`config.mk`:
```
export PLATFORM = sky130hd
export DESIGN_NAME = cmp_arbiter
export DESIGN_NICKNAME = d
export VERILOG_FILES = /design/src/rtl/cmp_arbiter.sv
export SDC_FILE = /design/constraint.sdc
export NUM_CORES = 1
export LEC_CHECK = 0
export ABC_AREA = 1
export BUFFER_PORTS_ARGS = -buffer_cell sky130_fd_sc_hd__buf_2
export CAP_MARGIN = 10
export CELL_PAD_IN_SITES_DETAIL_PLACEMENT = 2
export CELL_PAD_IN_SITES_GLOBAL_PLACEMENT = 2
export CORE_MARGIN = 3
export CORE_UTILIZATION = 25
export DETAILED_ROUTE_END_ITERATION = 8
export PLACE_DENSITY = 0.71
export REMOVE_ABC_BUFFERS = 1
export SETUP_SLACK_MARGIN = 0.2
export SLEW_MARGIN = 0
export SYNTH_ARGS = -nofsm -noshare
export SYNTH_HDL_FRONTEND = slang
export SYNTH_SLANG_ARGS = --single-unit
```
`constraint.sdc`:
```
create_clock -name clk -period 1.4 [get_ports clk]
set_clock_uncertainty 0.2 [all_clocks]
set_input_delay 0.28 -clock clk [delete_from_list [all_inputs] [get_ports clk]]
set_output_delay 0.28 -clock clk [all_outputs]
set_load 0.1 [all_outputs]
```
`src/rtl/cmp_arbiter.sv`:
```
// Two-requester arbiter in front of one shared 4-bit unsigned comparator.
// Fixed three-cycle transaction: grant pulse, then done pulse with eq/gt/sm.
module comparator_4bit (
    input  logic [3:0] a,
    input  logic [3:0] b,
    output logic       eq,
    output logic       gt,
    output logic       sm
);
    assign eq = (a == b);
    assign gt = (a > b);
    assign sm = (a < b);
endmodule

module cmp_arbiter #(
    parameter bit PRIO_FIXED = 1'b0
) (
    input  logic       clk,
    input  logic       rst_n,
    input  logic       req0,
    input  logic [3:0] a0,
    input  logic [3:0] b0,
    input  logic       req1,
    input  logic [3:0] a1,
    input  logic [3:0] b1,
    output logic       gnt0,
    output logic       gnt1,
    output logic       done0,
    output logic       done1,
    output logic       eq,
    output logic       gt,
    output logic       sm,
    output logic       busy
);
    typedef enum logic [1:0] {
        ST_IDLE = 2'b00,
        ST_CMP  = 2'b01,
        ST_RESP = 2'b10
    } state_t;

    state_t     state_r;
    state_t     state_next_s;
    logic       any_req_s;
    logic       win_s;
    logic       owner_r;
    logic       last_r;
    logic [3:0] op_a_r;
    logic [3:0] op_b_r;
    logic       cmp_eq_s;
    logic       cmp_gt_s;
    logic       cmp_sm_s;
    logic       gnt0_r;
    logic       gnt1_r;
    logic       done0_r;
    logic       done1_r;
    logic       eq_r;
    logic       gt_r;
    logic       sm_r;
    logic       busy_r;

    assign any_req_s = req0 | req1;

    comparator_4bit u_cmp (
        .a  (op_a_r),
        .b  (op_b_r),
        .eq (cmp_eq_s),
        .gt (cmp_gt_s),
        .sm (cmp_sm_s)
    );

    // Winner selection; last_r names the requester granted most recently
    always_comb begin
        win_s = 1'b0;
        if (req0 && req1) begin
            if (PRIO_FIXED) begin
                win_s = 1'b0;
            end else begin
                win_s = ~last_r;
            end
        end else if (req1) begin
            win_s = 1'b1;
        end else begin
            win_s = 1'b0;
        end
    end

    // Next-state logic
    always_comb begin
        state_next_s = state_r;
        case (state_r)
            ST_IDLE: begin
                if (any_req_s) begin
                    state_next_s = ST_CMP;
                end else begin
                    state_next_s = ST_IDLE;
                end
            end
            ST_CMP:  state_next_s = ST_RESP;
            ST_RESP: state_next_s = ST_IDLE;
            default: state_next_s = ST_IDLE;
        endcase
    end

    // State register
    always_ff @(posedge clk or negedge rst_n) begin
        if (!rst_n) begin
            state_r <= ST_IDLE;
        end else begin
            state_r <= state_next_s;
        end
    end

    // Operand capture, grant/done pulses and result registers
    always_ff @(posedge clk or negedge rst_n) begin
        if (!rst_n) begin
            op_a_r  <= 4'd0;
            op_b_r  <= 4'd0;
            owner_r <= 1'b0;
            last_r  <= 1'b1;
            gnt0_r  <= 1'b0;
            gnt1_r  <= 1'b0;
            done0_r <= 1'b0;
            done1_r <= 1'b0;
            eq_r    <= 1'b0;
            gt_r    <= 1'b0;
            sm_r    <= 1'b0;
            busy_r  <= 1'b0;
        end else begin
            gnt0_r  <= 1'b0;
            gnt1_r  <= 1'b0;
            done0_r <= 1'b0;
            done1_r <= 1'b0;
            busy_r  <= (state_next_s != ST_IDLE);
            if ((state_r == ST_IDLE) && any_req_s) begin
                op_a_r  <= win_s ? a1 : a0;
                op_b_r  <= win_s ? b1 : b0;
                owner_r <= win_s;
                last_r  <= win_s;
                gnt0_r  <= ~win_s;
                gnt1_r  <= win_s;
            end else if (state_r == ST_CMP) begin
                eq_r    <= cmp_eq_s;
                gt_r    <= cmp_gt_s;
                sm_r    <= cmp_sm_s;
                done0_r <= ~owner_r;
                done1_r <= owner_r;
            end else begin
                op_a_r  <= op_a_r;
                op_b_r  <= op_b_r;
            end
        end
    end

    assign gnt0  = gnt0_r;
    assign gnt1  = gnt1_r;
    assign done0 = done0_r;
    assign done1 = done1_r;
    assign eq    = eq_r;
    assign gt    = gt_r;
    assign sm    = sm_r;
    assign busy  = busy_r;
endmodule

```
# After elaboration in Yosys (flattened, before gate mapping)
# Cells that the tools add are included.
dict set report totals {
  reg_bits 20
  out_inout_bits 8
  in_bits 20
}
dict set report op_classes {
  eq_ne 2
  muxes 12
  n_lt_le_gt_ge 2
  bitwise 5
  n_reduce_logical 5
}
# operator count
set op_table {}
lappend op_table {{$mux 1} 9}
lappend op_table {{$mux 4} 2}
lappend op_table {{$eq 4x4->1} 1}
lappend op_table {{$gt 4x4->1} 1}
lappend op_table {{$lt 4x4->1} 1}
lappend op_table {{$not 1->1} 4}
lappend op_table {{$pmux 2 s2} 1}
lappend op_table {{$eq 2x1->1 const B} 1}
lappend op_table {{$logic_and 1x1->1} 2}
lappend op_table {{$logic_not 2->1} 1}
lappend op_table {{$reduce_and 2->1} 1}
lappend op_table {{$reduce_bool 2->1} 1}
lappend op_table {{$or 1x1->1} 1}

# Depth between registers and ports, before layout
# Gate-level depths: netlist (run 1).
dict set report depth {
  word_depth 4
  depth_mapped 9
  mapped_depth_nobuf 9
}

# Modules after synthesis
# Synthesis (run 1) repeated with hierarchy kept, for this count alone.
dict set report hier_totals {
  cells_unflattened 129
  hier_area_um2 1022.2
}
# module seq_area_each_um2 cells_per_inst n_inst area_per_inst_um2
set modules_own_cells {}
lappend modules_own_cells {cmp_arbiter 501.7 109 1 907.1}
lappend modules_own_cells {comparator_4bit 0.0 20 1 115.1}

# Least setup slack after synthesis (run 1)
# No wires, ideal clock.
dict set report synth_timing {
  path_type {flip-flop to flip-flop}
  start {reg, netlist name eq}
  end {reg eq_r (netlist: eq)}
  slack_ns 0.011
  synth_period_minus_slack_ns 1.389
  arrival_ns 1.117
  required_ns 1.128
  stages_incl_launch_ff 3
  setup_time_ns 0.072
  cell_sequence {dfrtp_1 > nor2_1 > nor2_1}
}
# item line
set synth_lines {}
lappend synth_lines {{end signal: assignment} 142} ;# eq_r <= cmp_eq_s;
lappend synth_lines {{end: declaration} 56} ;# logic eq_r;

# Final worst setup path (run 1)
dict set report layout_timing {
  start {reg op_b_r[2]}
  end {reg gt_r (netlist: gt)}
}
dict set report layout_between {
  elab_chain_len 1
}
# item line
set layout_lines {}
lappend layout_lines {{start: declaration} 48} ;# logic [3:0] op_b_r;
lappend layout_lines {{start signal: assignment} 136} ;# op_b_r <= win_s ? b1 : b0;
lappend layout_lines {{start signal: assignment} 149} ;# op_b_r <= op_b_r;
lappend layout_lines {{$gt 4x4->1} 11} ;# assign gt = (a > b);
lappend layout_lines {{end signal: assignment} 143} ;# gt_r <= cmp_gt_s;
lappend layout_lines {{end: declaration} 57} ;# logic gt_r;
# Every way passes these cells.
# A chain may end at the register's enable or synchronous reset.

==> metrics, run 1 <==
RSZ-0062 raised after global routing yes; height of the die 68.4 um; Clock Pin Slew Worst Setup and Hold Paths around 0.070 ns; number of storage elements in the synthesis netlist 20; std cell rows 22; class of the most critical hold timing path primary input to flop; category of the worst setup path capture point flop; final critical path time including I/O delays and setup ~1.4 ns; outcome finished clean; IR Drop Worst-Case VDD 0.526 mV; Max Root-Sink Buffers 2; total detailed-routing wirelength 2830 um; Port Buffer Count 27; portion of synthesized cell area occupied by the leading cell type 0.488; cell count after synthesis around 120; final estimated routing congestion in global placement about 0.74; final worst path period share 0.973; final cell utilization of the core 0.429; number of warnings reported in the yosys synthesis log 0; Worst-Margin Slew 0.451 ns; final design instance area without fill 1590 sq um; layout net count 186; WS Path Type flop to flop; first drt pass iteration count 2; I/O pin cnt 28; power per cell area 2540 nW/um^2; share of flip-flops with an asynchronous set or reset 1.00; post-layout power 4040 uW; leading post-synthesis cells by cell area dfrtp_1, nand2_1, ha_1; worst slew slack as a fraction of its limit 0.699; antenna violations before repair 0; biggest registers after layout op_a_r: 4 flops, op_b_r: 4 flops, state_r: 2 flops; most frequent cells after synthesis nand2_1, dfrtp_1, inv_1; CTS tree yes; max-slew violation total from the final report 0; number of buffers inserted during clock tree synthesis 3; core area 3720 sq um; x dimension of the die 68.4 um; mean instance size in the synthesized netlist 8.25 sq um; maximum number of pins on one net before global-route repair 21; number of enable-type register cells in the synthesized netlist 0; critical path required time ~1.4 ns; detail-routed net length per standard cell ~14 um; element type at the critical path start flop; Vias 912; initial cell density of the core 0.262; peak fanout along the critical path 2; sequential area share after synthesis 0.515; share of layout cells above drive strength 1 0.528; area added between synthesis and finish 63.6%; first-pass GRT wire length between 4000 and 5000 um; number of clock sinks seen by CTS 20; combined global-route utilization of all metal layers 0.130; post-DP HPWL slightly above 2000 um; cell taking the most area after synthesis dfrtp_1; library cell used as clock root buffer clkbuf_8; Final ANT Viol Nets 0; number of endpoints with negative hold slack in the final report 0; max-cap violation count 0; Static Leak 0.000834 uW; area of the mapped netlist 973 sq um; die area around 4700 sq um; leading cell type by number of instances after synthesis nand2_1; antenna diode count 0; number of global-route vias before repair a little over 1000; number of vias per cell ~4.4; Setup-failing EPs final 0; primary flip-flop cell chosen by synthesis mapping dfrtp_1; Achievable Freq 734 MHz; DR iter-0 viols 9; CTS HTree Levels 1; number of unique standard cell types used by synthesis 15; DRC Markers 0; count of fill cells added during filler insertion about 410; instance area after placement 1280 sq um; worst-skew pair later-pin latency 0.26 ns; crit path DAT 1.31 ns; Overflow after GRT 0; summed negative setup slack over all endpoints 0 ns
final timing paths:
kind / startpoint / end / slack, ns / cells past startpoint
worst max-delay path: op_b_r[2]$_DFFE_PN0P_ / gt$_DFFE_PN0P_ / 0.04 / 8
worst min-delay path: a0[0] / op_a_r[0]$_DFFE_PN0P_ / 0.12 / 5
worst max register to register: op_b_r[2]$_DFFE_PN0P_ / gt$_DFFE_PN0P_ / 0.04 / 8
worst min register to register: owner_r$_DFFE_PN0P_ / done0$_DFF_PN0_ / 0.23 / 1
max in group asynchronous: rst_n / last_r$_DFFE_PN1P_ / 0.34 / 2
min in group asynchronous: rst_n / gt$_DFFE_PN0P_ / 0.31 / 2
kinds of logic (layout without fill, tap and decap cells):
group | count (synthesis) | in the layout | synth area share
compound gates | 2 | 2 | 0.0103
simple gates | 76 | 77 | 0.338
buf+inv | 16 | 58 | 0.0848
flops | 20 | 20 | 0.515
fa+ha+maj | 4 | 4 | 0.0514
cell usage in the layout, fill, tap and decap left out:
master,synthesis,routed
nor2_4,1,2
inv_4,0,2
buf_6,3,3
dfstp_2,1,1
inv_2,2,4
ha_4,0,2
inv_1,11,7
nand2_4,0,4
buf_4,0,9
nor2_1,5,4
nand2_2,2,13
nor2_2,3,3
nor3_4,1,1
nand3_4,0,2
nand2_1,55,41
clkbuf_1,0,1
dfrtp_1,19,19
a21oi_2,0,1
buf_12,0,9
clkbuf_8,0,3
ha_1,4,2
nand3_2,0,6
nand3_1,9,1
o21ai_2,0,1
dlygate4sd3_1,0,1
buf_2,0,19
where the power goes:
group	switching (uW)	internal [uW]	leakage (uW)
clock network	180	202	0.0000228
logic	1560	1020	0.000562
registers	220	853	0.000249
total	1960	2080	0.000834
final cells by class:
cell class              instances  area, sq um  share of cell area
repair buffers                 41          387               0.243
multi-input cells              83          546               0.342
flip-flops and latches         20          502               0.315
clock buffers                   4         45.0              0.0283
well taps                      48         60.1              0.0377
inverters                      13         53.8              0.0338
stage by stage:
step	std cells	setup WS [ns]	hold WS, ns
2_1_floorplan	115	0.0108	-0.216
3_3_place_gp	194	0.0640	0.0531
3_5_place_dp	194	0.0261	0.0553
4_1_cts	203	0.0117	0.123
5_1_grt	209	-0.0537	0.151
6_report	209	0.0381	0.124
what timing repair did:
action | CTS | global route
resized for setup | 23 | 24
gates cloned | 1 | 0
hold buffers | 1 | 0
hold endpoints to repair | 19 | 0
setup endpoints to repair | 24 | 23
setup buffers | 3 | 6
pin swaps | 25 | 20
layer usage:
metal / GRT usage / vias up / share of wire
met4: 0.0670 / 0 / 0.022
met5: 0 / - / 0
met3: 0.0164 / 4 / 0.042
met1: 0.136 / 436 / 0.39
li1: - / 444 / -
met2: 0.248 / 28 / 0.55
critical path: stages, from the launching register on:
cell	delay, ns
dfrtp_1	0.35
inv_1	0.06
ha_1	0.30
nand2_2	0.09
inv_2	0.04
nand2_2	0.06
nand2_1	0.05
nand2_1	0.06
nand2_1	0.05
(Power assumes the default switching activity.)
==> run 2, diff against run 1 <==
--- a/config.mk
+++ b/config.mk
@@ -13,4 +13,5 @@
 export CORE_MARGIN = 3
 export CORE_UTILIZATION = 25
+export CTS_CLUSTER_SIZE = 12
 export DETAILED_ROUTE_END_ITERATION = 8
 export PLACE_DENSITY = 0.71
--- a/constraint.sdc
+++ b/constraint.sdc
@@ -3,3 +3,3 @@
 set_input_delay 0.28 -clock clk [delete_from_list [all_inputs] [get_ports clk]]
 set_output_delay 0.28 -clock clk [all_outputs]
-set_load 0.1 [all_outputs]
+set_load 0.005 [all_outputs]
==> run 2 against run 1 <==
Sequential share of layout area up 1.3 points. Total power fell by 20%. Sequential power down 5%. Via count is 0.66% lower. Combinational power is 31% lower. Worst hold slack got worse by 0.0030 ns. Setup slack lost 0.0036 ns. Non-clock buffer count increased by 3. Flip-flop and latch count stayed put. Clock power is 16% higher. Utilization fell by 1.7 points. Critical endpoint unchanged. Die area unchanged.
==> metrics, run 2 (synthesis results as in run 1) <==
outcome finished clean; endpoint with the worst hold slack op_a_r[0]$_DFFE_PN0P_; WHS Path Cells 5 (unchanged); CP Cell Sequence ha_4 > a21oi_2 > nand2_2 > nand2_1 > nand2_1; RSZ-0062 raised after global routing yes; Most Frequent Cell on Critical Path nand2_1; power per cell area 2120 nW/um^2 (-17%); first drt pass iteration count 3 (+1); combined global-route utilization of all metal layers 0.132 (+0.00229); x dimension of the die 68.4 um (unchanged); class of the most critical hold timing path primary input to flop; first-pass GRT wire length 4510 um (+0.92%); library cell used as clock root buffer clkbuf_8; number of global-route vias before repair 967 (-6.8%); std cell rows 22 (unchanged); detail-routed net length per standard cell 12.6 um (-7.2%); I/O pin cnt 28 (unchanged); height of the die 68.4 um (unchanged); max-slew violation total from the final report 0 (unchanged); core area 3720 sq um (unchanged); worst-skew pair later-pin latency 0.26 ns (about the same); CTS HTree Levels 1 (unchanged); number of vias per cell 4.27 (-2.1%); post-DP HPWL 1880 um (-7.2%); WS Path Type flop to flop; worst slew slack as a fraction of its limit 0.699 (about the same); area added between synthesis and finish 57.2%; final critical path time including I/O delays and setup 1.37 ns (+0.00358 ns); CTS tree yes; final estimated routing congestion in global placement 0.714 (-3.4%); element type at the critical path start flop; critical hold path startpoint a0[0]; biggest registers after layout op_a_r: 4 flops, op_b_r: 4 flops, state_r: 2 flops; Slowest cell on crit path dfrtp_1; largest stage delay on the critical path 0.42 ns (+0.07 ns); number of endpoints with negative hold slack in the final report 0 (unchanged); RR Endpoint gt$_DFFE_PN0P_; DRC Markers 0 (unchanged); layout net count 189 (+1.6%); Port Buffer Count 27 (unchanged); Achievable Freq 732 MHz (-0.26%); maximum number of pins on one net before global-route repair 21 (unchanged); Setup-failing EPs final 0 (unchanged); Max Root-Sink Buffers 2 (unchanged); Worst-Margin Slew 0.452 ns (+0.000477 ns); DR iter-0 viols 34 (+25); Overflow after GRT 0 (unchanged); Vias 906 (-0.66%); Clock Pin Slew Worst Setup and Hold Paths 0.07 ns (about the same); final worst path period share 0.975 (+0.00256); max-cap violation count 0 (unchanged); Worst R2R Path Depth 5 (-3); Final ANT Viol Nets 0 (unchanged); worst reg2reg path startpoint op_a_r[3]$_DFFE_PN0P_; final design instance area without fill 1530 sq um (-3.9%); number of clock sinks seen by CTS 20 (unchanged); antenna diode count 0 (unchanged); instance area after placement 1160 sq um (-9.3%); category of the worst setup path capture point flop; post-layout worst setup margin 0.0345 ns (-0.00358 ns); IR Drop Worst-Case VDD 0.496 mV (-5.6%); number of buffers inserted during clock tree synthesis 3 (unchanged); Static Leak 0.000821 uW (-1.5%); leading cell type in the layout, fill and taps excluded nand2_1; share of layout cells above drive strength 1 0.591 (+0.0635); critical path required time 1.36 ns (about the same); most used cells in the layout excluding fill and tap cells nand2_1, buf_2, dfrtp_1; total detailed-routing wirelength 2660 um (-5.9%); reg-to-reg slack, setup 0.03 ns (about the same); antenna violations before repair 0 (unchanged); crit path DAT 1.32 ns (about the same); count of fill cells added during filler insertion 429 (+4.4%); final cell utilization of the core 0.412 (-0.0168); peak fanout along the critical path 2 (unchanged); initial cell density of the core 0.262 (unchanged); die area 4680 sq um (unchanged); dpl ws -0.0000431 ns (-0.0261 ns)
[run 2: cell count changes in the layout (fill, tap and decap cells not counted), moves of 2 or more]
| cell | delta |
|---|---|
| nand2_2 | +3 |
| buf_2 | +8 |
| buf_12 | -9 |
| nand2_1 | -4 |
| inv_1 | -2 |
| inv_2 | +2 |
| nand3_2 | +2 |
| buf_4 | +4 |
[run 2: through the flow]
| step | cells | hold slack (ns) | power (uW) | TNS (ns) |
|---|---|---|---|---|
| after CTS | 208 | 0.111 | 2870 | 0 |
| after global placement | 194 | 0.0539 | 1990 | 0 |
| final | 212 | 0.121 | 3240 | 0 |
| after global routing | 212 | 0.126 | 3540 | -0.0133 |
| after detailed placement | 194 | 0.0666 | 2050 | -0.0000431 |
| after floorplan | 115 | -0.216 | 1640 | 0 |
[run 2: repair_timing]
action	4_1_cts	5_1_grt
gates cloned	1	0
pin swaps	17	15
buffers inserted	8	4
endpoints found under the hold margin	19	0
gates resized for setup	26	28
hold buffers	1	0
setup endpoints to repair	24	22
[run 2: final cells by class]
class	count	area [sq um]	share of cell area
tap	48	60.1	0.0392
sequential	20	502	0.328
multi-input combinational	83	579	0.379
inverter	13	53.8	0.0352
timing repair buffer	44	280	0.183
clock buffer	4	55.1	0.0360
[run 2: routing by layer]
metal | share of wire | vias to the layer above | track usage
met1 | 0.42 | 422 | 0.151
met4 | 0.024 | 0 | 0.0744
met2 | 0.52 | 29 | 0.226
li1 | - | 450 | -
met5 | 0 | - | 0
met3 | 0.042 | 5 | 0.0263
[run 2: where the power goes]
part	internal (uW)	switching (uW)	leakage, uW
logic	851	924	0.000543
clock network	250	194	0.0000288
registers	850	167	0.000249
[run 2: worst max-delay path: cells and delay by family (launching register included)]
kind | cells | cell delay, ns
AND/OR/NAND/NOR | 3 | 0.17
flip-flops | 1 | 0.42
AO/OA/AOI/OAI | 1 | 0.20
adder cells (fa/ha/maj) | 1 | 0.27
[run 2: worst max path at each step]
stage | from | endpoint
floorplan | state_r[1]$_DFF_PN0_ | op_a_r[0]$_DFFE_PN0P_
finish | op_a_r[3]$_DFFE_PN0P_ | gt$_DFFE_PN0P_
detailed placement | last_r$_DFFE_PN1P_ | owner_r$_DFFE_PN0P_
global route | op_b_r[3]$_DFFE_PN0P_ | gt$_DFFE_PN0P_
global placement | op_a_r[3]$_DFFE_PN0P_ | gt$_DFFE_PN0P_
CTS | op_b_r[2]$_DFFE_PN0P_ | gt$_DFFE_PN0P_
